## config.mk

```make
export PLATFORM = sky130hd
export DESIGN_NAME = angle_rom_reader
export DESIGN_NICKNAME = d
export VERILOG_FILES = /design/src/rtl/angle_rom_reader.sv
export SDC_FILE = /design/constraint.sdc
export NUM_CORES = 1
export LEC_CHECK = 0
export CAP_MARGIN = 40
export CORE_ASPECT_RATIO = 0.75
export CORE_UTILIZATION = 50
export DETAILED_ROUTE_END_ITERATION = 6
export PLACE_DENSITY = 0.84
export SYNTH_ARGS = -nofsm -noshare
export SYNTH_HDL_FRONTEND = slang
export SYNTH_SLANG_ARGS = --single-unit
export TNS_END_PERCENT = 1
```

## constraint.sdc

```tcl
create_clock -name clk -period 2.7 [get_ports clk]
set_input_delay 0.54 -clock clk [delete_from_list [all_inputs] [get_ports clk]]
set_output_delay 0.54 -clock clk [all_outputs]
set_load 0.005 [all_outputs]
```

## src/rtl/angle_rom_reader.sv

```systemverilog
// Angle ROM request sequencer: issues ROM reads from a valid/ready
// stream, tracks read latency and buffers tagged words in a FWFT FIFO.
//
// Ports:
//   clk, rst         single clock, async active-high reset
//   req_*            request stream (addr + tag), credit-based ready
//   rom_*            ROM address/strobe/enables out, read data in
//   rsp_*            response stream (data + tag), FIFO head
//   busy             any request in flight or buffered
module angle_rom_reader #(
   parameter int ADDR_WIDTH  = 10,
   parameter int DATA_WIDTH  = 32,
   parameter int ROM_LATENCY = 1,
   parameter int FIFO_DEPTH  = 4,
   parameter int TAG_WIDTH   = 4
) (
   input  logic                  clk,
   input  logic                  rst,
   input  logic                  req_valid,
   output logic                  req_ready,
   input  logic [ADDR_WIDTH-1:0] req_addr,
   input  logic [TAG_WIDTH-1:0]  req_tag,
   output logic [ADDR_WIDTH-1:0] rom_addr,
   output logic                  rom_addr_strobe,
   output logic                  rom_clk_en,
   output logic                  rom_rd_oce,
   input  logic [DATA_WIDTH-1:0] rom_rd_data,
   output logic                  rsp_valid,
   input  logic                  rsp_ready,
   output logic [DATA_WIDTH-1:0] rsp_data,
   output logic [TAG_WIDTH-1:0]  rsp_tag,
   output logic                  busy
);

   localparam int PW = (FIFO_DEPTH > 1) ? $clog2(FIFO_DEPTH) : 1;
   localparam int CW = $clog2(FIFO_DEPTH + 1);

   typedef logic [CW-1:0] cnt_t;

   logic                   run_q;
   logic [ADDR_WIDTH-1:0]  addr_q;
   logic [ROM_LATENCY-1:0] vld_q;
   logic [TAG_WIDTH-1:0]   tag_q [ROM_LATENCY];
   cnt_t                   inflight_q, inflight_d;
   cnt_t                   count_q, count_d;
   logic [PW-1:0]          wr_q, rd_q;
   logic [DATA_WIDTH-1:0]  mem_data [FIFO_DEPTH];
   logic [TAG_WIDTH-1:0]   mem_tag  [FIFO_DEPTH];
   logic [CW:0]            used;
   logic                   accept, retire, pop;

   // Credits come only from registered counts, so a pop frees
   // a slot one cycle later and ready never sees rsp_ready.
   assign used      = {1'b0, inflight_q} + {1'b0, count_q};
   assign req_ready = run_q && (used < (CW+1)'(FIFO_DEPTH));
   assign accept    = req_valid && req_ready;
   assign retire    = vld_q[ROM_LATENCY-1];
   assign rsp_valid = (count_q != '0);
   assign pop       = rsp_valid && rsp_ready;

   assign rom_addr        = accept ? req_addr : addr_q;
   assign rom_addr_strobe = accept;
   assign rom_clk_en      = 1'b1;
   assign rom_rd_oce      = 1'b1;

   // Head is gated so idle/reset outputs read as zero.
   assign rsp_data = rsp_valid ? mem_data[rd_q] : '0;
   assign rsp_tag  = rsp_valid ? mem_tag[rd_q]  : '0;
   assign busy     = (inflight_q != '0) || rsp_valid;

   always_comb begin
      inflight_d = inflight_q;
      count_d    = count_q;
      if (accept && !retire)
         inflight_d = inflight_q + cnt_t'(1);
      else if (retire && !accept)
         inflight_d = inflight_q - cnt_t'(1);
      if (retire && !pop)
         count_d = count_q + cnt_t'(1);
      else if (pop && !retire)
         count_d = count_q - cnt_t'(1);
   end

   always_ff @(posedge clk or posedge rst) begin
      if (rst) begin
         run_q      <= 1'b0;
         addr_q     <= '0;
         vld_q      <= '0;
         inflight_q <= '0;
         count_q    <= '0;
         wr_q       <= '0;
         rd_q       <= '0;
         for (int i = 0; i < ROM_LATENCY; i++)
            tag_q[i] <= '0;
      end else begin
         run_q      <= 1'b1;
         inflight_q <= inflight_d;
         count_q    <= count_d;
         if (accept)
            addr_q <= req_addr;
         vld_q[0] <= accept;
         tag_q[0] <= req_tag;
         for (int i = 1; i < ROM_LATENCY; i++) begin
            vld_q[i] <= vld_q[i-1];
            tag_q[i] <= tag_q[i-1];
         end
         if (retire)
            wr_q <= wr_q + PW'(1);
         if (pop)
            rd_q <= rd_q + PW'(1);
      end
   end

   // Storage needs no reset: entries are only visible via count_q.
   always_ff @(posedge clk) begin
      if (retire) begin
         mem_data[wr_q] <= rom_rd_data;
         mem_tag[wr_q]  <= tag_q[ROM_LATENCY-1];
      end
   end

   a_no_overflow : assert property (
      @(posedge clk) disable iff (rst)
      !(retire && (count_q == cnt_t'(FIFO_DEPTH)))
   ) else $error("angle_rom_reader: write into full fifo");

endmodule
```

; Word level (Yosys, flattened, before mapping)
; Memory sizes are Yosys's and may differ from the RTL's.
; Cells that the tools add are included.
; W data, S select, Z words.
[totals]
mem_count = 2
ff_bits = 26
input_bits = 50
ramBits = 144
out_inout_bits = 52
elab_cells = 42
[op_classes]
addsub = 7
mux = 9
reduce_logical = 15
order_cmp = 1
[memory_table]
columns = memory, words, word_bits, read_ports, rd_clocked_by_memory_dff, write_ports, line
row1 = mem_data, 4, 32, 1, 0, 1, 47  ; logic [DATA_WIDTH-1:0] mem_data [FIFO_DEPTH];
row2 = mem_tag, 4, 4, 1, 0, 1, 48  ; logic [TAG_WIDTH-1:0] mem_tag [FIFO_DEPTH];
[op_table]
columns = operator, n
row1 = $mux W32, 1
row2 = $mux W3, 4
row3 = $mux W10, 1
row4 = $logic_and A1 B1 Y1, 7
row5 = $add A3 B1 Y3 const B, 2
row6 = $reduce_bool A3 Y1, 2
row7 = $sub A3 B1 Y3 const B, 2
row8 = $add A2 B1 Y2 const B, 2
row9 = $add A3 B3 Y4, 1
row10 = $lt A4 B3 Y1 const B, 1
row11 = $mux W4, 1
row12 = $reduce_bool A2 Y1, 2
row13 = $logic_not A1 Y1, 3
row14 = $mux W1, 2
row15 = $logic_or A1 B1 Y1, 1

; Logic depth before layout (Yosys ltp)
[depth]
depth_word = 8
ltp_mapped = 11
mapped_depth_nobuf = 10

; Least setup slack after synthesis
; No wires, ideal clock.
[synth_path]
path_type = register to register
startpoint = register inflight_q[2]
endpoint = register inflight_q[2]
path_stages_with_launch = 12
n_path_buf = 1
arrival_time_ns = 2.321
path_slack_ns = 0.300
cell_sequence = dfrtp_1 -> ha_1 -> nor4b_2 -> nand3_1 -> buf_2 -> inv_1 -> ha_1 -> inv_1 -> fa_1 -> xor2_1 -> nor2_1 -> xor2_1
[synth_between]
elab_chain_cells = 7
elab_cells_between_ends = 12
cone_classes = add/sub (3) / order compare (1) / mux (2) / reduce/logical (6)
[synth_lines]
columns = element, line
row1 = start: declaration, 44  ; cnt_t inflight_q, inflight_d;
row2 = start signal: assignment, 97  ; inflight_q <= inflight_d;
row3 = $add A3 B3 Y4 (*), 54  ; assign used = {1'b0, inflight_q} + {1'b0, count_q};
row4 = $lt A4 B3 Y1 (*), 55  ; assign req_ready = run_q && (used < (CW+1)'(FIFO_DEPTH));
row5 = $logic_and A1 B1 Y1 (*), 55
row6 = $logic_and A1 B1 Y1 (*), 56  ; assign accept = req_valid && req_ready;
row7 = named net rom_addr_strobe, 24  ; output logic rom_addr_strobe,
row8 = $logic_not A1 Y1, 76  ; else if (retire && !accept)
row9 = $logic_and A1 B1 Y1, 76
row10 = $reduce_bool A2 Y1 (no source line), n/a
; Mark *: on every way through the listed nets, which the timed path passes. The rest lies on a longest branch. The select of a mux whose other input is x is not followed.
; A chain may end at the register's enable or synchronous reset.

; Worst setup path after layout
[layout_path]
startpoint = register inflight_q[1]
endpoint = output rom_addr[7]
[layout_between]
elab_chain_cells = 5
[layout_lines]
columns = element, line
row1 = $add A3 B3 Y4, 54
row2 = $lt A4 B3 Y1, 55
row3 = $logic_and A1 B1 Y1, 55
row4 = $logic_and A1 B1 Y1, 56
row5 = $mux W10, n/a
row6 = end: declaration, 23  ; output logic [ADDR_WIDTH-1:0] rom_addr,
; Every way passes these cells.

==> flow_metrics.tcl <==
set metrics [dict create \
    status "finished, violations left" \
    violations "setup timing" \
    power_density_nw_per_um2 633 \
    gp_congestion 0.747 \
    hold_path_class "in2async" \
    grt_pass1_wl_um 19100 \
    start_util_pct 52.4 \
    fin_area_um2 8530 \
    switchingPower_mw 0.966 \
    setup_viol 4 \
    cts_made_buffers 17 \
    synthCells 312 \
    setup_tns_ps -49.5 \
    yosysUniqueCellTypes 23 \
    endpoint_kind "output port" \
    synth_top_family_by_area "multiplexers" \
    tightest_slew_ps 515 \
    reg2reg_depth 11 \
    dp.cells 575 \
    ctsHoldBuffers 0 \
    post-route-period-util_pct 101 \
    die_h_um 101 \
    layout-drive-gt1-share_pct 27.1 \
    wl_per_cell_um 20.0 \
    synthXorXnorAreaFrac_pct 1.20 \
    avgSynthCellArea_um2 21.1 \
    synth_seq_cells 170 \
    n_antenna_cell 0 \
    final-hold-violation-count 0 \
    layout.cells.non_filler 617 \
    h-tree-depth 4 \
    drt_first_pass_iters 4 \
    die_area_um2 13600 \
    p_leak_nw 3.15 \
    rsz0062_at_grt "true" \
    ant_nets 0 \
    pwr-share-clk_pct 45.3 \
    synth_fa_ha_area_share_pct 2.13 \
    syn2layout_area_growth_pct 29.5 \
    synth_compound_area_share_pct 0.0760 \
    min_period_ps 2730 \
    intPower_mw 4.44 \
    pre_cts_slack_ps 119 \
    drc_errors 0 \
    rows 35 \
    dp_hpwl_um 7600 \
    slew_headroom_pct 65.6 \
    ys_seq_area_share_pct 75.5 \
    clock_path_buffers 2 \
    chipWidth_um 135 \
    start_kind "register" \
    combinationalPowerShare_pct 1.9 \
    reg2reg_from "inflight_q[1]" \
    wl_um 12300 \
    cap_viol_max_count 0 \
    insertion_delay_ps 420 \
    worst-setup-path-type "reg2out" \
    synth_mux_area_share_pct 14.4 \
    p_seq_share_pct 52.8 \
    syn-cell-area_um2 6590 \
    antenna_found_initial 0 \
    vias_per_cell 5.32 \
    clock.fmax_ghz 0.366 \
    portBuffers 99 \
    placed_cell_area_um2 7860 \
    ys_warn_count 0 \
    grt_overflow 0 \
    grtUsageTotal_pct 19.8 \
    setup_ws_ps -29.0 \
    crit_required_ps 2160 \
    peakVddDrop_v 0.000541 \
    cts-root-buf "clkbuf_16" \
    finalClockSkew_ps 12.7 \
    clk_pin_slew_ps 60 \
    worst-path-max-fanout 4 \
    cp-startpoint "inflight_q[1]" \
    finalPower_mw 5.40 \
    slew_violations 0 \
    yosys.area_share.simple_pct 4.79 \
    cts_num_sinks 170 \
    core_region_area_um2 12600 \
    grt_pass1_vias 3586 \
    cp.arrival_ps 2190 \
    grt_max_degree 40 \
    drt-initial-drc-count 201 \
    vias 3285 \
    switching_share_pct 17.9 \
    cts_tree "done" \
    io_pins 102 \
    fin_nets 498 \
]
## worst paths after layout
kind	end	slack, ps
max in group asynchronous	rd_q[0]	1950
min in group clk	mem_tag[3][2]	500
max	rom_addr[7]	-30
min reg2reg	mem_tag[3][2]	500
min	tag_q[1]	470
max reg2reg	inflight_q[2]	240
## area by class of cell
class                           count  area (um2)
Sequential cell                   170        4980
Clock buffer                       24         482
Fill cell                         782        4040
Timing Repair Buffer              120        1160
Multi-Input combinational cell    122        1550
Clock inverter                      8         119
Inverter                            7        26.3
Tap cell                          166         208
## registers in the layout, summed over array words and instances, names as in the netlist
name	flops
mem_data	128
mem_tag	16
addr_q	10
tag_q	4
count_q	3
inflight_q	3
rd_q	2
wr_q	2
retire	1
run_q	1
## routing by layer
metal	part of all wire, %	track usage [%]
met1	43	25.1
met4	1.6	8.64
met2	51	32.4
met3	4.9	5.76
met5	0	0
## power groups by stage
stage	combinational (mW)	sequential [mW]	clock [mW]
2_1_floorplan	0.00909	2.91	0
6_report	0.102	2.85	2.45
5_1_grt	0.110	2.85	2.59
4_1_cts	0.102	2.85	2.47
3_3_place_gp	0.0960	2.91	0
3_5_place_dp	0.102	2.91	0
## per-stage QoR
step | hold WS [ps] | utilization, %
2_1_floorplan | 455 | -
3_3_place_gp | 461 | 62.5
3_5_place_dp | 477 | 62.5
4_1_cts | 472 | 67.6
5_1_grt | 499 | 67.9
6_report | 471 | 67.9
## worst max-delay path, cell delays in order, from the launching register on
cell	delay (ps)
dfrtp_2	440
ha_4	180
nor4b_4	310
nand3_2	150
buf_6	150
buf_6	120
mux2_4	310
buf_6	120
## cell usage in the layout (no fill, tap or decap), types with 3 or more instances in the layout
| master | Yosys | final |
|---|---|---|
| edfxtp_1 | 144 | 144 |
| clkdlybuf4s50_1 | 0 | 50 |
| dlygate4sd2_1 | 0 | 38 |
| mux4_2 | 36 | 36 |
| and2_1 | 41 | 35 |
| dfrtp_1 | 26 | 21 |
| clkbuf_16 | 0 | 17 |
| mux2_2 | 12 | 11 |
| buf_4 | 2 | 11 |
| inv_1 | 7 | 7 |
| buf_6 | 2 | 7 |
| ha_1 | 8 | 6 |
| clkbuf_2 | 0 | 6 |
| buf_12 | 0 | 6 |
| xor2_1 | 5 | 5 |
| dfrtp_2 | 0 | 5 |
| and2_2 | 0 | 4 |
| xnor2_1 | 4 | 4 |
| clkbuf_1 | 4 | 4 |
| conb_1 | 1 | 3 |
| clkbuf_8 | 0 | 3 |
| bufinv_16 | 0 | 3 |
## cell usage after synthesis, drive strengths merged
cell type	count	share of area (%)
and2	41	3.9
buf	11	1.3
clkbuf	4	0.23
conb	1	0.057
dfrtp	26	9.9
edfxtp	144	66
fa	2	0.61
ha	8	1.5
inv	7	0.40
mux2	12	2.1
mux4	36	12
nand2	2	0.11
nand3	3	0.23
nor2	2	0.11
nor4b	1	0.23
o21ai	1	0.076
or3	1	0.095
or4	1	0.11
xnor2	4	0.53
xor2	5	0.66
## cells by family after synthesis
| family | Yosys count |
|---|---|
| DFF | 170 |
| and+or+nand+nor | 51 |
| muxes | 48 |
| buffers and inverters | 22 |
| adders and majority gates | 10 |
| xor gates and xnor gates | 9 |
| other | 1 |
| AOI/OAI and AO/OA | 1 |
## timing repair
action,in CTS,in global routing
cloned,1,0
setup buffers,6,3
endpoints found under the setup margin,48,14
pin swaps,3,3
gates resized for setup,79,14
(Power assumes the default switching activity.)
